--- src/rtl/seq_divider.sv ---
// seq_divider: multi-cycle radix-2 restoring divider (DIV/DIVU) feeding the HI/LO pair.
// Results are loaded on the SIGN edge and announced by a one-cycle done strobe.

// seq_divider_checker: handshake properties of the divider outputs.
module seq_divider_checker (
    input logic clk,
    input logic reset,
    input logic busy,
    input logic done
);
    a_busy_done_excl: assert property (@(posedge clk) disable iff (reset) !(busy && done));
    a_done_single:    assert property (@(posedge clk) disable iff (reset) done |=> !done);
endmodule

module seq_divider #(
    parameter int WIDTH = 32
) (
    input  logic             clk,
    input  logic             reset,
    input  logic             start,
    input  logic [5:0]       funct,
    input  logic [WIDTH-1:0] dividend,
    input  logic [WIDTH-1:0] divisor,
    output logic             busy,
    output logic             done,
    output logic [WIDTH-1:0] quotient,
    output logic [WIDTH-1:0] remainder,
    output logic             div_by_zero
);
    localparam logic [5:0] FUNCT_DIV  = 6'b011010;
    localparam logic [5:0] FUNCT_DIVU = 6'b011011;

    localparam logic [1:0] S_IDLE = 2'd0;
    localparam logic [1:0] S_RUN  = 2'd1;
    localparam logic [1:0] S_SIGN = 2'd2;
    localparam logic [1:0] S_DONE = 2'd3;

    localparam int             CW        = $clog2(WIDTH);
    localparam logic [CW-1:0]  LAST_ITER = CW'(WIDTH - 1);
    localparam logic [CW-1:0]  ONE_C     = {{(CW-1){1'b0}}, 1'b1};
    localparam logic [CW-1:0]  ZERO_C    = {CW{1'b0}};
    localparam logic [WIDTH-1:0] ONE_W   = {{(WIDTH-1){1'b0}}, 1'b1};
    localparam logic [WIDTH-1:0] ZERO_W  = {WIDTH{1'b0}};
    localparam logic [WIDTH-1:0] ONES_W  = {WIDTH{1'b1}};

    function automatic logic [WIDTH-1:0] negate(input logic [WIDTH-1:0] v);
        return ~v + ONE_W;
    endfunction

    function automatic logic [WIDTH-1:0] magnitude(input logic [WIDTH-1:0] v, input logic is_signed);
        logic [WIDTH-1:0] m;
        if (is_signed && v[WIDTH-1]) begin
            m = negate(v);
        end else begin
            m = v;
        end
        return m;
    endfunction

    logic [1:0]       state_r;
    logic [CW-1:0]    cnt_r;
    logic             busy_r;
    logic             done_r;
    logic             dbz_r;
    logic             is_signed_r;
    logic             dvd_neg_r;
    logic             dvs_neg_r;
    logic             dvs_zero_r;
    logic [WIDTH-1:0] dvs_mag_r;
    logic [WIDTH-1:0] dvd_orig_r;
    logic [WIDTH-1:0] rem_r;
    logic [WIDTH-1:0] quo_r;
    logic [WIDTH-1:0] quotient_r;
    logic [WIDTH-1:0] remainder_r;

    logic             is_div_s;
    logic             funct_ok_s;
    logic             accept_s;
    logic [WIDTH:0]   shifted_s;
    logic [WIDTH:0]   trial_s;
    logic             trial_ok_s;
    logic [WIDTH-1:0] rem_next_s;
    logic [WIDTH-1:0] quo_next_s;
    logic [WIDTH-1:0] q_final_s;
    logic [WIDTH-1:0] r_final_s;

    // Request decode: new work is taken only in IDLE or DONE (back-to-back).
    always_comb begin
        is_div_s   = (funct == FUNCT_DIV);
        funct_ok_s = is_div_s || (funct == FUNCT_DIVU);
        if ((state_r == S_IDLE) || (state_r == S_DONE)) begin
            accept_s = start && funct_ok_s;
        end else begin
            accept_s = 1'b0;
        end
    end

    // One restoring step; a set top bit in the shifted remainder always exceeds the divisor.
    always_comb begin
        shifted_s  = {rem_r, quo_r[WIDTH-1]};
        trial_s    = shifted_s - {1'b0, dvs_mag_r};
        trial_ok_s = shifted_s[WIDTH] | ~trial_s[WIDTH];
        if (trial_ok_s) begin
            rem_next_s = trial_s[WIDTH-1:0];
            quo_next_s = {quo_r[WIDTH-2:0], 1'b1};
        end else begin
            rem_next_s = shifted_s[WIDTH-1:0];
            quo_next_s = {quo_r[WIDTH-2:0], 1'b0};
        end
    end

    // Sign fixup; divide-by-zero bypasses it and returns the original dividend.
    always_comb begin
        if (dvs_zero_r) begin
            q_final_s = ONES_W;
            r_final_s = dvd_orig_r;
        end else if (is_signed_r) begin
            if (dvd_neg_r ^ dvs_neg_r) begin
                q_final_s = negate(quo_r);
            end else begin
                q_final_s = quo_r;
            end
            if (dvd_neg_r) begin
                r_final_s = negate(rem_r);
            end else begin
                r_final_s = rem_r;
            end
        end else begin
            q_final_s = quo_r;
            r_final_s = rem_r;
        end
    end

    // Control FSM with registered busy/done/div_by_zero.
    always_ff @(posedge clk or posedge reset) begin
        if (reset) begin
            state_r <= S_IDLE;
            cnt_r   <= ZERO_C;
            busy_r  <= 1'b0;
            done_r  <= 1'b0;
            dbz_r   <= 1'b0;
        end else begin
            case (state_r)
                S_IDLE, S_DONE: begin
                    done_r <= 1'b0;
                    dbz_r  <= 1'b0;
                    if (accept_s) begin
                        state_r <= S_RUN;
                        busy_r  <= 1'b1;
                        cnt_r   <= ZERO_C;
                    end else begin
                        state_r <= S_IDLE;
                        busy_r  <= 1'b0;
                    end
                end
                S_RUN: begin
                    cnt_r <= cnt_r + ONE_C;
                    if (cnt_r == LAST_ITER) begin
                        state_r <= S_SIGN;
                    end
                end
                S_SIGN: begin
                    state_r <= S_DONE;
                    busy_r  <= 1'b0;
                    done_r  <= 1'b1;
                    dbz_r   <= dvs_zero_r;
                end
                default: begin
                    state_r <= S_IDLE;
                    busy_r  <= 1'b0;
                    done_r  <= 1'b0;
                    dbz_r   <= 1'b0;
                end
            endcase
        end
    end

    // Operand capture on acceptance, then one shift/subtract per RUN cycle.
    always_ff @(posedge clk or posedge reset) begin
        if (reset) begin
            is_signed_r <= 1'b0;
            dvd_neg_r   <= 1'b0;
            dvs_neg_r   <= 1'b0;
            dvs_zero_r  <= 1'b0;
            dvs_mag_r   <= ZERO_W;
            dvd_orig_r  <= ZERO_W;
            rem_r       <= ZERO_W;
            quo_r       <= ZERO_W;
        end else if (accept_s) begin
            is_signed_r <= is_div_s;
            dvd_neg_r   <= is_div_s & dividend[WIDTH-1];
            dvs_neg_r   <= is_div_s & divisor[WIDTH-1];
            dvs_zero_r  <= (divisor == ZERO_W);
            dvs_mag_r   <= magnitude(divisor, is_div_s);
            dvd_orig_r  <= dividend;
            rem_r       <= ZERO_W;
            quo_r       <= magnitude(dividend, is_div_s);
        end else if (state_r == S_RUN) begin
            rem_r <= rem_next_s;
            quo_r <= quo_next_s;
        end
    end

    // HI/LO result registers, written once per operation on the SIGN edge.
    always_ff @(posedge clk or posedge reset) begin
        if (reset) begin
            quotient_r  <= ZERO_W;
            remainder_r <= ZERO_W;
        end else if (state_r == S_SIGN) begin
            quotient_r  <= q_final_s;
            remainder_r <= r_final_s;
        end
    end

    assign busy        = busy_r;
    assign done        = done_r;
    assign quotient    = quotient_r;
    assign remainder   = remainder_r;
    assign div_by_zero = dbz_r;

    seq_divider_checker u_checker (
        .clk   (clk),
        .reset (reset),
        .busy  (busy_r),
        .done  (done_r)
    );
endmodule
--- config.mk ---
export PLATFORM = sky130hd
export DESIGN_NAME = seq_divider
export DESIGN_NICKNAME = d
export VERILOG_FILES = /design/src/rtl/seq_divider.sv
export SDC_FILE = /design/constraint.sdc
export NUM_CORES = 1
export LEC_CHECK = 0
export BUFFER_PORTS_ARGS = -buffer_cell sky130_fd_sc_hd__buf_2
export CELL_PAD_IN_SITES_DETAIL_PLACEMENT = 0
export CELL_PAD_IN_SITES_GLOBAL_PLACEMENT = 1
export CORE_UTILIZATION = 40
export CTS_CLUSTER_SIZE = 20
export DETAILED_ROUTE_END_ITERATION = 16
export PLACE_DENSITY_LB_ADDON = 0.1
export SLEW_MARGIN = 20
export SYNTH_ARGS = -nofsm -noshare
export SYNTH_HDL_FRONTEND = slang
export SYNTH_HIERARCHICAL = 1
export SYNTH_SLANG_ARGS = --single-unit
--- constraint.sdc ---
create_clock -name clk -period 7.35 [get_ports clk]
set_input_delay 1.1025 -clock clk [delete_from_list [all_inputs] [get_ports clk]]
set_output_delay 1.1025 -clock clk [all_outputs]
set_load 0.03 [all_outputs]
* After elaboration in Yosys (flattened, before gate mapping) *
Index checks and enable logic that the tools add are counted.

operators by class
  add/subtract/negate cells = 6
  $mul = 0
  divide/modulo/power cells = 0
  magnitude comparators = 0
  eq/ne operators = 8
  shifts and indexed selects = 0
  multiplexer cells = 24
  bitwise operators = 9
  reductions and logical operators = 12

operator list
  kind                     number
  $mux W32                 13
  $add A32 B1 Y32 const B  4
  $not A32 Y32             4
  $sub A33 B32 Y33         1
  $logic_not A32 Y1        1
  $eq A6 B5 Y1 const B     2
  $pmux W5 S2              1
  $pmux W1 S2              3
  $pmux W2 S3              1
  $reduce_bool A2 Y1       3
  $add A5 B1 Y5 const B    1
  $eq A5 B5 Y1 const B     1
  $mux W5                  1
  $eq A2 B2 Y1 const B     2
  $mux W1                  4
  $ne A2 B2 Y1 const B     2
  $logic_and A1 B1 Y1      3
  $and A1 B1 Y1            2
  $eq A2 B1 Y1 const B     1
  $logic_not A2 Y1         1
  $logic_or A1 B1 Y1       2
  $mux W2                  1
  $reduce_and A2 Y1        1
  $reduce_or A2 Y1         1
  other kinds (3)          3

word-level totals
  register bits = 206
  bits in latches = 0
  memory bits (writable) = 0
  memory bits (read-only) = 0
  input bits = 73
  output and inout port bits = 67
  logic and storage cells = 74
  memories = 0

* Longest topological paths before layout *
  depth after elaboration = 6
  depth in mapped cells = 12
  gate-level depth less buffers = 11

* Least setup slack after synthesis *
Ideal clock, no wire load.

  path kind = input port to flip-flop
  start point = in dividend[10]
  end point = reg quo_r[21]
  setup time = 135 ps
  arrival = 3122 ps
  data required time = 7215 ps
  path slack = 4093 ps
  stages = 8
  path buffers = 0
  cells stage by stage = or4_1 nor4b_1 nand3_1 or3_1 o21ai_0 xnor2_1 a22oi_1 o21ai_0

between the ends
  longest elaborated chain between the ends = 4

RTL lines
  element               RTL line  source
  start, declared       22        input logic [WIDTH-1:0] dividend,
  $not A32 Y32          47        return ~v + ONE_W;
  $add A32 B1 Y32       47
  $mux W32              52        if (is_signed && v[WIDTH-1]) begin
  $mux W32              189       end else if (accept_s) begin
  end signal, assigned  197       quo_r <= magnitude(dividend, is_div_s);
  end signal, assigned  200       quo_r <= quo_next_s;
  end, declared         72        logic [WIDTH-1:0] quo_r;

No other way between the ends.
A chain may end at the register's enable or synchronous reset.

* Final worst setup path *
  start point = reg quo_r[31]
  end point = reg rem_r[9]

between the ends
  longest elaborated chain between the ends = 6

RTL lines
  element               RTL line  source
  $sub A33 B32 Y33 *    101       trial_s = shifted_s - {1'b0, dvs_mag_r};
  $not A1 Y1            102       trial_ok_s = shifted_s[WIDTH] | ~trial_s[WIDTH];
  $or A1 B1 Y1          102
  $mux W32 *            103       if (trial_ok_s) begin
  $mux W32 *            198       end else if (state_r == S_RUN) begin
  $mux W32 *            189
  end signal, assigned  199       rem_r <= rem_next_s;
  end, declared         71        logic [WIDTH-1:0] rem_r;

Mark *: on every way between the ends. The rest lies on a longest branch, timed or not. The select of a mux whose other input is x is not followed.

==> results by stage <==
Outcome:
- The flow ran to the end, and the final reports show no timing, DRC or antenna violations.

Synthesis:
- The count of distinct cell types in the synthesized netlist is 67.
- The portion of synthesized cell area occupied by the leading cell type is 0.394.
- The cell count after synthesis came out at around 1,500.
- The count of flip-flops with a built-in enable after synthesis is 0.
- The net count after synthesis is 1,658.
- The number of synthesis warnings is 6.
- The top cell type by total area after synthesis is sky130_fd_sc_hd__dfrtp_1.
- Sorting the synthesized cells by area gives the leading types as sky130_fd_sc_hd__dfrtp_1 (39%), sky130_fd_sc_hd__o21ai_0 (6.5%), sky130_fd_sc_hd__nand2_1 (6.3%), sky130_fd_sc_hd__a21oi_1 (5.2%), sky130_fd_sc_hd__xnor2_1 (4.9%).
- In the synthesized netlist the async set-or-reset flop fraction comes to 1.00.
- The cell area after synthesis is 0.0131 mm^2.
- The most used flip-flop cell after synthesis is sky130_fd_sc_hd__dfrtp_1.
- Each instance of the synthesized netlist takes up on average around 8.5 um^2.
- The post-synthesis sequential area ratio is 0.394.
- After synthesis the netlist holds a flip-flop and latch count of 206.

Timing:
- The final count of negative-setup-slack endpoints is 0.
- Derived from the worst setup path, the maximum achievable clock frequency is between 200 and 300 MHz.
- The time the worst path needs with I/O delays and setup is 3.80 ns.
- The final-report max-slew violation count is 0.
- The transition time at the pin with the least slew margin is 0.927 ns.
- For the final database, setup skew stands at around 0.010 ns.
- The relative slew slack is 0.382.
- The final clock period utilization by the worst path is 0.517.
- Setup repair after global routing left no endpoint under its margin.
- Setup total negative slack on the finished layout was measured at 0 ns.
- The number of hold-slack violations in the final timing report is 0.

Cells and area:
- In the final layout, the share of cells above drive strength 1 is 0.140.
- Leaving out fill and tap cells, the most frequent cells in the layout are sky130_fd_sc_hd__nand2_1 (220), sky130_fd_sc_hd__dfrtp_1 (206), sky130_fd_sc_hd__o21ai_0 (169).
- The total inserted antenna cells is 0.
- The most frequent standard cell in the layout excluding fill and tap cells is sky130_fd_sc_hd__nand2_1.
- The area growth from synthesis to layout is 13.9%.
- The final instance count without filler cells is 2,086.
- The net count of the finished layout is roughly 1,800.

Worst hold path:
- The count of cells along the worst hold path is 2.
- The type of the tightest min-delay check is flop to flop.
- The end point of the most critical hold path is dvs_mag_r[24].
- The worst min-delay path startpoint is dvs_mag_r[24].

Drt:
- The final layout contains routed wiring with a total length of 36.0 mm.
- In the final routed layout, each cell accounts on average for around 17 um.
- The DRC marker count from the first detailed-route iteration is approximately 700.
- In this run the remaining antenna-violating nets after routing total 0.
- The number of iterations in the first detailed-routing pass is 5.
- After detailed routing, the number of remaining DRC violations is 0.
- In the routed layout, each cell is associated on average with a via count of 5.35.
- The total via count after detailed routing is 11,200.

Clock network:
- The number of setup buffers added after CTS is 0.
- The clock tree root buffer cell is sky130_fd_sc_hd__clkbuf_16.
- Clock latency on the worst-skew pair, taken at its later pin, is approximately 0.54 ns.
- Clock-pin slew was measured on the worst setup and hold paths at 0.06 ns.
- The post-CTS resize count is 0.
- In this run the number of H-tree levels came out at 1.
- The number of buffers created by CTS is 26.
- The tree built by TritonCTS fans out to between 200 and 250 sinks.
- Hold repair after CTS inserted 0 buffers.
- No sink is reached through more buffers than the 3 on the longest clock path.
- TritonCTS built the clock tree.

Die:
- The initial core utilization is 0.410.
- The die height is around 180 um.
- The number of ports placed on the die boundary is 140.
- The width of the chip is ~180 um.
- The die covers 0.0334 mm^2.
- The region available for standard cell placement spans 0.0319 mm^2.
- The row count is 65.

GRT:
- The number of antenna violations at the first check in global routing is 1.
- The number of global-route vias before repair is roughly 11,000.
- The total congestion overflow is 0.
- The first-pass GRT wire length is between 50 and 60 mm.
- Entering global routing, the biggest net connects 103 pins.
- Across every metal layer, demand over resource in global routing totals 0.221.

Place:
- The count of buffers from port buffering is 139.
- The HPWL after detailed placement is roughly 26 mm.
- The cell count after placement is 2,044.
- The global placer's final weighted congestion is 0.844.

Critical path:
- The critical path capture point type is a flop.
- The worst setup path is launched from a flop.
- The critical path arrival is between 4 and 5 ns.
- The worst register-to-register path begins at quo_r[31].
- The signal on the critical path passes through inv_1, ha_1, fa_1, nand2b_1, a21oi_1, o211ai_1, a311oi_1, o31ai_1, a21oi_4, buf_4, nand2_1, o211a_1.
- Data on the critical path is required at its endpoint by approximately 8 ns.
- The worst register-to-register path ends at rem_r[9].
- The largest driver fanout on the critical path is 39.
- The worst setup path category is flop to flop.
- The register-to-register setup slack is about 3.5 ns.
- The largest individual stage delay along the critical path comes from the cell sky130_fd_sc_hd__dfrtp_1.
- The critical path's largest stage delay is 0.50 ns.
- The number of cells on the worst reg-to-reg path is 12.

Power and ir drop:
- The part of the total power dissipated in sequential elements is 0.315.
- The net switching power figure is around 2900 uW.
- Of the total power, the clock network draws 0.182.
- The cell-internal power is 3520 uW.
- The worst ir drop on vdd is around 0.20 mV.
- Power spread over the standard cell area amounts to 431 mW/mm^2.
- For this design the static power due to leakage is 0.00637 uW.
- Of the total power, combinational logic draws 0.503.
- The switching power as a share of total power is 0.451.

Run:
- Across the run, the number of max-cap violations was 0.
logic make-up (layout without fill, tap and decap cells):
| family | count (synthesis) | count (layout) | synth area share |
|---|---|---|---|
| buffers and inverters | 145 | 253 | 0.0420 |
| multiplexers | 59 | 59 | 0.0480 |
| flip-flops | 206 | 206 | 0.394 |
| AND/OR/NAND/NOR | 504 | 504 | 0.176 |
| adder cells (fa/ha/maj) | 42 | 42 | 0.0408 |
| AO/OA/AOI/OAI | 449 | 449 | 0.206 |
| XOR/XNOR | 138 | 138 | 0.0925 |
cell usage after synthesis, drive strengths merged (18+ instances only):
library cell / number
a21oi: 135
a31oi: 21
clkbuf: 75
dfrtp: 206
ha: 41
inv: 59
mux2: 26
mux2i: 33
nand2: 220
nand2b: 20
nand3: 20
nor2: 115
nor2b: 18
nor3: 33
o21ai: 170
xnor2: 73
xor2: 65
how the worst max path moves through the flow:
stage / from / endpoint / slack (ns)
2_1_floorplan: reset / busy / 0.62
4_1_cts: quo_r[31] / rem_r[9] / 3.48
5_1_grt: quo_r[31] / rem_r[29] / 3.20
3_5_place_dp: dividend[10] / quo_r[28] / 3.34
6_report: quo_r[31] / rem_r[9] / 3.55
3_3_place_gp: dividend[10] / quo_r[30] / 3.40
cell type report:
type	count	area (um^2)
Clock buffer	34	711
Clock inverter	8	53.8
Tap cell	435	544
Multi-Input combinational cell	1192	7400
Fill cell	3243	17000
Inverter	60	233
Timing Repair Buffer	151	786
Sequential cell	206	5150
power groups by stage:
stage	Clock [uW]	Sequential, uW	Combinational, uW
after global placement	0	2030	3210
after detailed placement	0	2040	3220
after CTS	1210	2020	3240
after floorplan	0	2240	2150
final	1170	2020	3230
after global routing	1260	2090	3630
through the flow:
stage	util	power [uW]	hold WS, ns	setup WS (ns)	cell area (um^2)
floorplan	-	4380	0.446	0.623	13100
global placement	0.443	5230	0.458	3.40	14100
detailed placement	0.443	5260	0.463	3.34	14100
CTS	0.467	6480	0.482	3.48	14900
global route	0.467	6980	0.491	3.20	14900
finish	0.467	6420	0.475	3.55	14900
sequential cells by signal, indices dropped and copies added, names as in the netlist, 2 cells and up:
signal      flops
cnt_r           5
quotient       32
dvd_orig_r     32
rem_r          32
remainder      32
state_r         2
quo_r          32
dvs_mag_r      32
worst max-delay path, delay by kind of cell, from the launching register on:
family / cells / cell delay [ns]
AOI/OAI and AO/OA: 6 / 1.68
adders and majority gates: 2 / 0.62
buffers and inverters: 2 / 0.55
DFF: 1 / 0.50
and+or+nand+nor: 2 / 0.33
layer usage:
layer  vias to the layer above  global-route usage  share of wire
met4                         2              0.0470          0.018
met3                        39              0.0270          0.038
met2                       230               0.360           0.46
li1                       5618                   -              -
met1                      5279               0.314           0.48
met5                         -                   0        0.00028
(Power assumes the default switching activity.)
